--- config.mk ---
export PLATFORM = sky130hd
export DESIGN_NAME = arb_mux_rr_flat
export DESIGN_NICKNAME = d
export VERILOG_FILES = /design/src/rtl/arb_mux_rr_pkg.sv /design/src/rtl/arb_mux_rr_if.sv /design/src/rtl/arb_mux_rr_arbiter.sv /design/src/rtl/arb_mux_rr.sv /design/src/flat_wrapper.sv
export SDC_FILE = /design/constraint.sdc
export NUM_CORES = 1
export LEC_CHECK = 0
export ABC_AREA = 1
export CAP_MARGIN = 10
export CORE_ASPECT_RATIO = 1.4
export CORE_UTILIZATION = 45
export CTS_CLUSTER_SIZE = 25
export DETAILED_ROUTE_END_ITERATION = 16
export DONT_BUFFER_PORTS = 1
export PLACE_DENSITY_LB_ADDON = 0.3
export SLEW_MARGIN = 30
export SYNTH_ARGS = -nofsm -noshare
export SYNTH_HDL_FRONTEND = slang
export SYNTH_SLANG_ARGS = --single-unit
--- constraint.sdc ---
create_clock -name clk -period 2.84 [get_ports clk]
set_clock_uncertainty 0.05 [all_clocks]
set_input_delay 0.568 -clock clk [delete_from_list [all_inputs] [get_ports clk]]
set_output_delay 0.568 -clock clk [all_outputs]
set_load 0.05 [all_outputs]
--- src/rtl/arb_mux_rr_pkg.sv ---
// Shared definitions for the round-robin arbitrated output mux (arb_mux_rr).
// Provides default sizes and the round-robin pick function used by rr_arbiter.
package arb_mux_pkg;

    localparam int ARB_NUM_CH_DEF = 4;
    localparam int ARB_DATA_W_DEF = 8;

    // Upper bound on channel count supported by rr_pick.
    localparam int ARB_MAX_CH    = 32;
    localparam int ARB_MAX_IDX_W = 5;

    typedef logic [ARB_MAX_CH-1:0] req_vec_t;

    // One-hot grant: first set bit of req searching upward from (ptr+1) mod num_ch,
    // wrapping around; zero when no bit within num_ch is set.
    function automatic req_vec_t rr_pick(input req_vec_t    req,
                                         input int unsigned ptr,
                                         input int unsigned num_ch);
        req_vec_t    gnt;
        int unsigned idx;
        gnt = '0;
        for (int unsigned k = 1; k <= ARB_MAX_CH; k++) begin
            idx = (ptr + k) % num_ch;
            if ((k <= num_ch) && (gnt == '0) && req[idx[ARB_MAX_IDX_W-1:0]])
                gnt[idx[ARB_MAX_IDX_W-1:0]] = 1'b1;
        end
        return gnt;
    endfunction

endpackage

--- src/rtl/arb_mux_rr_if.sv ---
// Handshake bundle for arb_mux_rr: N request channels in, one buffered channel out.
// in_lock is present only when ARB_MUX_LOCK_EN is defined.
interface arb_mux_rr_if
    import arb_mux_pkg::*;
#(
    parameter int NUM_CH = ARB_NUM_CH_DEF,
    parameter int DATA_W = ARB_DATA_W_DEF
);
    localparam int CH_W = $clog2(NUM_CH);

    logic [NUM_CH*DATA_W-1:0] in_data;
    logic [NUM_CH-1:0]        in_valid;
    logic [NUM_CH-1:0]        in_ready;
    logic [DATA_W-1:0]        out_data;
    logic                     out_valid;
    logic                     out_ready;
    logic [CH_W-1:0]          out_ch;
`ifdef ARB_MUX_LOCK_EN
    logic [NUM_CH-1:0]        in_lock;

    modport master (
        output in_data, in_valid, in_lock, out_ready,
        input  in_ready, out_data, out_valid, out_ch
    );

    modport slave (
        input  in_data, in_valid, in_lock, out_ready,
        output in_ready, out_data, out_valid, out_ch
    );
`else
    modport master (
        output in_data, in_valid, out_ready,
        input  in_ready, out_data, out_valid, out_ch
    );

    modport slave (
        input  in_data, in_valid, out_ready,
        output in_ready, out_data, out_valid, out_ch
    );
`endif

endinterface

--- src/rtl/arb_mux_rr_arbiter.sv ---
// rr_arbiter: round-robin grant generation with last-winner pointer.
// With ARB_MUX_LOCK_EN defined, a transfer carrying its lock bit pins the grant
// to that channel until it transfers again with the lock bit clear.
module rr_arbiter
    import arb_mux_pkg::*;
#(
    parameter  int NUM_CH = ARB_NUM_CH_DEF,
    localparam int CH_W   = $clog2(NUM_CH)
) (
    input  logic              clk,
    input  logic              rst_n,
    input  logic [NUM_CH-1:0] req,
`ifdef ARB_MUX_LOCK_EN
    input  logic [NUM_CH-1:0] lock_req,
`endif
    input  logic              load,
    output logic [NUM_CH-1:0] grant,
    output logic [CH_W-1:0]   grant_idx
);

    logic [CH_W-1:0] ptr;

`ifdef ARB_MUX_LOCK_EN
    logic            locked;
    logic [CH_W-1:0] lock_ch;
`endif

    // Grant search starts just past the last winner; a held lock overrides it.
    always_comb begin
        grant = NUM_CH'(rr_pick(req_vec_t'(req), 32'(ptr), NUM_CH));
`ifdef ARB_MUX_LOCK_EN
        if (locked) begin
            grant          = '0;
            grant[lock_ch] = req[lock_ch];
        end
`endif
    end

    // Binary index of the one-hot grant.
    always_comb begin
        grant_idx = '0;
        for (int i = 0; i < NUM_CH; i++)
            if (grant[i]) grant_idx = CH_W'(i);
    end

    // Remember the winner of each transfer; reset value favours channel 0 first.
    always_ff @(posedge clk or negedge rst_n) begin
        if (!rst_n)
            ptr <= CH_W'(NUM_CH - 1);
        else if (load && |grant)
            ptr <= grant_idx;
    end

`ifdef ARB_MUX_LOCK_EN
    // Lock follows the lock bit of whichever channel just transferred.
    always_ff @(posedge clk or negedge rst_n) begin
        if (!rst_n) begin
            locked  <= 1'b0;
            lock_ch <= '0;
        end else if (load && |grant) begin
            locked  <= lock_req[grant_idx];
            lock_ch <= grant_idx;
        end
    end
`endif

endmodule

--- src/rtl/arb_mux_rr.sv ---
// arb_mux_rr: N-to-1 registered mux with round-robin arbitration and
// valid/ready on every channel. One output register; drain and refill may
// happen in the same cycle. Optional feature macro: ARB_MUX_LOCK_EN.
module arb_mux_rr
    import arb_mux_pkg::*;
#(
    parameter  int NUM_CH = ARB_NUM_CH_DEF,
    parameter  int DATA_W = ARB_DATA_W_DEF,
    localparam int CH_W   = $clog2(NUM_CH)
) (
    input  logic         clk,
    input  logic         rst_n,
    arb_mux_rr_if.slave  bus
);

    logic              load;
    logic [NUM_CH-1:0] grant;
    logic [CH_W-1:0]   grant_idx;
    logic [DATA_W-1:0] sel_data;

    // Output register can take a word when empty or being drained this cycle.
    assign load        = !bus.out_valid || bus.out_ready;
    assign bus.in_ready = load ? grant : '0;

    rr_arbiter #(
        .NUM_CH (NUM_CH)
    ) u_arb (
        .clk       (clk),
        .rst_n     (rst_n),
        .req       (bus.in_valid),
`ifdef ARB_MUX_LOCK_EN
        .lock_req  (bus.in_lock),
`endif
        .load      (load),
        .grant     (grant),
        .grant_idx (grant_idx)
    );

    // AND-OR data select driven by the one-hot grant.
    always_comb begin
        sel_data = '0;
        for (int i = 0; i < NUM_CH; i++)
            if (grant[i]) sel_data = bus.in_data[i*DATA_W +: DATA_W];
    end

    // Output buffer: capture the winner, or go empty when loading with no winner.
    always_ff @(posedge clk or negedge rst_n) begin
        if (!rst_n) begin
            bus.out_valid <= 1'b0;
            bus.out_data  <= '0;
            bus.out_ch    <= '0;
        end else if (load) begin
            bus.out_valid <= |grant;
            if (|grant) begin
                bus.out_data <= sel_data;
                bus.out_ch   <= grant_idx;
            end
        end
    end

endmodule

--- src/flat_wrapper.sv ---
// flat-port wrapper written by rule: the top's interface ports become plain ports
module arb_mux_rr_flat import arb_mux_pkg::*;
#(
    parameter  int NUM_CH = ARB_NUM_CH_DEF,
    parameter  int DATA_W = ARB_DATA_W_DEF,
    localparam int CH_W   = $clog2(NUM_CH)
)
  (clk, rst_n, bus_in_data, bus_in_valid, bus_out_ready, bus_in_ready, bus_out_data, bus_out_valid, bus_out_ch);
  arb_mux_rr_if #(.NUM_CH(NUM_CH), .DATA_W(DATA_W)) bus_i ();
  input  logic clk;
  input  logic rst_n;
  input wire logic [$bits(bus_i.in_data)-1:0] bus_in_data;
  input wire logic [$bits(bus_i.in_valid)-1:0] bus_in_valid;
  input wire logic [$bits(bus_i.out_ready)-1:0] bus_out_ready;
  output wire logic [$bits(bus_i.in_ready)-1:0] bus_in_ready;
  output wire logic [$bits(bus_i.out_data)-1:0] bus_out_data;
  output wire logic [$bits(bus_i.out_valid)-1:0] bus_out_valid;
  output wire logic [$bits(bus_i.out_ch)-1:0] bus_out_ch;
  assign bus_i.in_data = bus_in_data;
  assign bus_i.in_valid = bus_in_valid;
  assign bus_i.out_ready = bus_out_ready;
  assign bus_in_ready = bus_i.in_ready;
  assign bus_out_data = bus_i.out_data;
  assign bus_out_valid = bus_i.out_valid;
  assign bus_out_ch = bus_i.out_ch;
  arb_mux_rr #(.NUM_CH(NUM_CH), .DATA_W(DATA_W)) u_core (.clk(clk), .rst_n(rst_n), .bus(bus_i));
endmodule
==> results of run 1 <==
-- stage by stage --
stage                     setup slack, ns  setup TNS [ns]  instances  hold WS [ns]
after global placement            -0.1355          -1.132        285        0.2227
after floorplan                   -0.3607          -1.062        224        0.2224
after global routing              -0.5038          -4.474        303        0.1077
final                             -0.3756          -2.173        303        0.1131
after CTS                         -0.3265          -1.411        298        0.1152
after detailed placement          -0.1446          -1.704        285        0.2227
-- synth_stat cells --
| library cell | instances |
|---|---|
| nand2_1 | 98 |
| nand3_1 | 24 |
| nor2_1 | 18 |
| inv_1 | 17 |
| dfrtp_1 | 11 |
| nand2_2 | 11 |
| ha_1 | 8 |
| a21boi_2 | 7 |
| inv_2 | 4 |
| nor2_2 | 4 |
| nand3_2 | 3 |
| o21ai_1 | 3 |
| buf_4 | 2 |
| buf_6 | 2 |
| dfstp_2 | 2 |
| inv_4 | 2 |
| a21oi_1 | 1 |
| a31oi_1 | 1 |
| nand2_4 | 1 |
| nor2_4 | 1 |
| o21ai_0 | 1 |
| o21ai_2 | 1 |
| o21ai_4 | 1 |
| o31ai_4 | 1 |
-- worst min-delay path by stage --
| stage | startpoint | to | depth (start not counted) |
|---|---|---|---|
| after global routing | rst_n | u_core.u_arb.ptr[0]$_DFFE_PN1P_ | 0 |
| after CTS | rst_n | u_core.u_arb.ptr[0]$_DFFE_PN1P_ | 0 |
| final | rst_n | u_core.u_arb.ptr[0]$_DFFE_PN1P_ | 0 |
| after detailed placement | rst_n | u_core.bus.out_ch[1]$_DFFE_PN0P_ | 0 |
| after floorplan | rst_n | u_core.bus.out_ch[0]$_DFFE_PN0P_ | 0 |
| after global placement | rst_n | u_core.bus.out_ch[1]$_DFFE_PN0P_ | 0 |
-- cell usage in the layout (no fill, tap or decap) --
| cell | count |
|---|---|
| a21oi_4 | 1 |
| dfstp_2 | 2 |
| o31ai_4 | 1 |
| nand2_8 | 2 |
| ha_1 | 7 |
| nand3_1 | 12 |
| o21ai_4 | 2 |
| inv_2 | 4 |
| o21ai_1 | 3 |
| a31oi_1 | 1 |
| nor2_1 | 13 |
| inv_4 | 6 |
| clkbuf_8 | 3 |
| ha_4 | 1 |
| nand3_2 | 13 |
| nand2_2 | 17 |
| a21boi_2 | 7 |
| dfrtp_1 | 11 |
| buf_6 | 2 |
| nand2_1 | 88 |
| dlygate4sd3_1 | 1 |
| nand3_4 | 2 |
| clkinv_8 | 1 |
| inv_1 | 12 |
| nor2_2 | 1 |
| buf_12 | 4 |
| buf_4 | 33 |
| inv_6 | 1 |
| nor2_4 | 9 |
| nand2_4 | 4 |
| o21ai_2 | 1 |
| clkinv_2 | 1 |
-- sequential cells by signal (all words and copies together) (netlist names) --
| signal | cells |
|---|---|
| u_core.bus.out_data | 8 |
| u_core.bus.out_ch | 2 |
| u_core.u_arb.ptr | 2 |
| u_core.bus.out_valid | 1 |
-- layout make-up --
cell class                      count  area [sq um]
Inverter                           23         113.9
Timing Repair Buffer               40         360.3
Timing Repair inverter              1         8.758
Clock inverter                      1         5.005
Fill cell                         248         837.1
Multi-Input combinational cell    185          1195
Clock buffer                        3         41.29
Tap cell                           37         46.29
Sequential cell                    13         327.8
-- routing by layer --
layer  vias to the layer above  GRT usage  part of all wire
met2                        48     0.4521              0.56
met5                         -          0                 0
met3                        18    0.02222             0.039
li1                        779          -                 -
met4                         0    0.09643             0.034
met1                       693     0.2480              0.37
-- timing repair --
action / in CTS / in global routing
gates cloned: 1 / 1
gates resized for setup: 7 / 41
hold buffers: 1 / 0
endpoints found under the hold margin: 11 / 0
endpoints found under the setup margin: 17 / 17
buffers inserted: 7 / 7
pin swaps: 15 / 14
-- kinds of logic after synthesis --
group / Yosys count / share of synthesized area
AO/OA/AOI/OAI: 16 / 0.1105
adder cells (fa/ha/maj): 8 / 0.07074
buffers and inverters: 27 / 0.09106
flip-flops: 13 / 0.2317
AND/OR/NAND/NOR: 160 / 0.4960
==> flow_summary.ini, run 1 <==
[clock_network]
cts_buffers = 3
cts.htree.levels = 1
clock_path_buffers = 2
clock-sinks = 13
root_buffer = clkbuf_8
cts_tree = built
clkTransAtPathRegs_ns = 0.06
insertion_delay_ns = 0.24

[synth]
synth_top_area_cell = nand2_1
synth_nets = 271
synth_area_per_cell_sq_um = 6.317
ys_types = 24
synth_cells = 224
synth_top_cells_by_area = nand2_1, dfrtp_1, nand3_1
ys_ff_latch = 13
yosysWarnings = 0
yosys.area.top_type_share = 0.2599
synth_area_sq_um = 1415
ys_seq_area_frac = 0.2317

[detailed_routing]
wire_per_inst_um = 14.02
drt-pass1-iter-count = 4
wl_um = 4248
ant_nets = 0
via_per_inst = 5.076
vias = 1538
drcViolationCount = 0
drt_iter0_markers = 37

[sta]
slew_violations = 0
fmax_mhz = 311.0
max-slew-margin-rel = 0.6621
worstMarginPinSlew_ns = 0.5069
hold_viol_final = 0
rsz0062_at_grt = true
final-setup-viol-count = 15
fin_crit_ns = 3.216
min_period_over_period = 1.132
setup_ws_ns = -0.3756

[worst_setup_path]
startpoint = u_core.u_arb.ptr[0]$_DFFE_PN1P_
cp.required_ns = 2.22
max_stage_delay_ns = 0.55
regToRegEndpoint = u_core.bus.out_data[1]$_DFFE_PN0P_
end_kind = output pin
rrSetupSlack_ns = -0.14
worstPathMaxFanout = 4
reg2reg_depth = 22
endpoint = bus_in_ready[3]
cp_num_cells = 17
cpMostUsedCell = nand2_2
cpLargestDelayFamily = simple AND/OR/NAND/NOR gates
r2r-start = u_core.u_arb.ptr[0]$_DFFE_PN1P_
crit_arrival_ns = 2.60
worstSetupPathType = reg -> out
cp_num_buf_inv = 4
crit_chain = inv_4, ha_4, inv_4, nand3_2, nand2_2, o31ai_4, nand3_2, nand2_2, nor2_4, nand3_2, nand2_2, nor2_4, nand2_2, o21ai_4, inv_4, nor2_4, buf_12
cp-start-kind = register
cp_slowest_cell = dfstp_2

[cells_and_area]
final_util = 0.7148
design_area_sq_um = 2098
nets = 314
area_growth_pct = 48.28
drive_above_1_share = 0.4436
diodes = 0

[global_routing]
grt_pass1_vias = 1471
gr-usage-all-layers = 0.2292
antenna_found_initial = 0
grt_max_degree = 18
grt_pass1_wl_um = 6003
overflow = 0

[floorplan]
die_h_um = 68.35
die_w_um = 49.40
design.die.area_sq_um = 3376
start_util = 0.4821
io_pins = 54
core_area_sq_um = 2935
rows = 23

[worst_hold_path]
hp-class = in -> async

[job]
drv_cap = 0

[status]
violations = negative setup slack
status = complete, but fails checks

[place]
io_buffers = 0
gp_congestion = 0.8210
dpl.hpwl_um = 2755
placed_cell_area_sq_um = 1758
Power of run 1 is left out: the tool's default activity adds up to more than one toggle a clock period on the data nets, which glitch-free logic cannot reach.
==> inputs of run 2 (changes only) <==
Settings changed: CELL_PAD_IN_SITES_DETAIL_PLACEMENT set to 2, CELL_PAD_IN_SITES_GLOBAL_PLACEMENT set to 2, CORE_UTILIZATION 45 to 29.
==> run 2 against run 1 <==
The run still ends with negative setup slack left; sequential share of layout area decreased by 0.58 points; die area rose by 53%; register-to-register slack got worse by 0.64 ns; via count is 13% higher; worst hold slack worse by 0.0049 ns; design area grew 3.9%; critical path depth up 8; first-iteration DRC count is 14% lower; setup slack worse by 0.40 ns.
==> flow_summary.ini, run 2 (same netlist as run 1, synthesis figures left out) <==
[place]
dp.cells = 314
dp_slack_ns = -0.3165
io_buffers = 0
gp_congestion = 0.7512
dpl.hpwl_um = 4298

[job]
drv_cap = 0

[global_routing]
grt_pass1_vias = 1853
antenna_found_initial = 0
grt_max_degree = 18
gr-usage-all-layers = 0.2455
grt_pass1_wl_um = 9273
overflow = 0

[worst_setup_path]
startpoint = u_core.u_arb.ptr[0]$_DFFE_PN1P_
end_kind = register
worstSetupPathType = reg -> reg
cpLargestDelayFamily = simple AND/OR/NAND/NOR gates
rrSetupSlack_ns = -0.78
cp_num_cells = 25
crit_arrival_ns = 3.67
cp_slowest_cell = dfstp_2
regToRegEndpoint = u_core.bus.out_data[7]$_DFFE_PN0P_
cp.required_ns = 2.90
r2r-start = u_core.u_arb.ptr[0]$_DFFE_PN1P_
worstPathMaxFanout = 9
cp_num_buf_inv = 8
reg2reg_depth = 25
cpMostUsedCell = nand2_1
cp-start-kind = register
max_stage_delay_ns = 0.58

[sta]
hold_viol_final = 0
final-setup-viol-count = 17
rsz0062_at_grt = true
min_period_over_period = 1.274
max-slew-margin-rel = 0.6350
fmax_mhz = 276.4
slew_violations = 0
worstMarginPinSlew_ns = 0.5475
setup_ws_ns = -0.7774
fin_crit_ns = 3.617

[floorplan]
io_pins = 54
die_w_um = 61.04
core_area_sq_um = 4608
rows = 29
die_h_um = 84.66
start_util = 0.3071
design.die.area_sq_um = 5167

[cells_and_area]
final_cells = 335
area_growth_pct = 54.02
final_cell_mix = nand2_1, buf_4, nand2_2
drive_above_1_share = 0.4762
regArea_sq_um = 327.8
reg_top3 = u_core.bus.out_data x8, u_core.bus.out_ch x2, u_core.u_arb.ptr x2
fill_cells = 537
nets = 321
diodes = 0
largest_register_ffs = 8
multi_input_area_sq_um = 1177
final_common_cell = nand2_1
top_register = u_core.bus.out_data

[clock_network]
cts_tree = built
insertion_delay_ns = 0.24
clock_path_buffers = 2
cts.htree.levels = 1
clkTransAtPathRegs_ns = 0.06
cts_buffers = 3
root_buffer = clkbuf_8
clock-sinks = 13

[detailed_routing]
ant_nets = 0
vias = 1740
drt-pass1-iter-count = 4
via_per_inst = 5.194
drt_iter0_markers = 32
wl_um = 7461
drcViolationCount = 0
wire_per_inst_um = 22.27

[status]
status = complete, but fails checks
violations = negative setup slack

[worst_hold_path]
hp-class = in -> async
[run 2: repair_timing]
action / CTS / global route
hold buffers: 1 / 0
resized for setup: 25 / 27
setup buffers: 5 / 10
gates cloned: 0 / 1
pin swaps: 22 / 18
endpoints found under the setup margin: 17 / 17
hold endpoints to repair: 11 / 0
[run 2: layout make-up]
type,instances,area share
timing repair buffer,48,0.2015
inverter,23,0.04879
timing repair inverter,1,0.002870
tap,62,0.03559
multi-input combinational,184,0.5402
clock buffer,4,0.02067
sequential,13,0.1504
[run 2: layer usage]
metal	vias to the layer above	part of all wire	GRT usage
met2	55	0.56	0.4753
met5	-	0	0
met3	23	0.042	0.04622
met1	871	0.35	0.2588
met4	0	0.043	0.04959
li1	791	-	-
[run 2: worst max-delay path by stage]
stage,endpoint
final,u_core.bus.out_data[7]$_DFFE_PN0P_
after global routing,u_core.bus.out_data[7]$_DFFE_PN0P_
after CTS,bus_in_ready[3]
after detailed placement,u_core.bus.out_data[1]$_DFFE_PN0P_
after global placement,bus_in_ready[3]
after floorplan,bus_in_ready[3]
[run 2: through the flow]
stage	area, sq um	hold slack [ns]	utilization	setup TNS [ns]
after global routing	2180	0.09442	0.4730	-13.18
after global placement	1819	0.2227	0.3948	-2.378
after floorplan	1493	0.2224	-	-1.062
final	2180	0.1081	0.4730	-11.67
after CTS	2009	0.1006	0.4361	-3.361
after detailed placement	1819	0.2227	0.3948	-4.723
Power of run 2 is left out for the same reason.
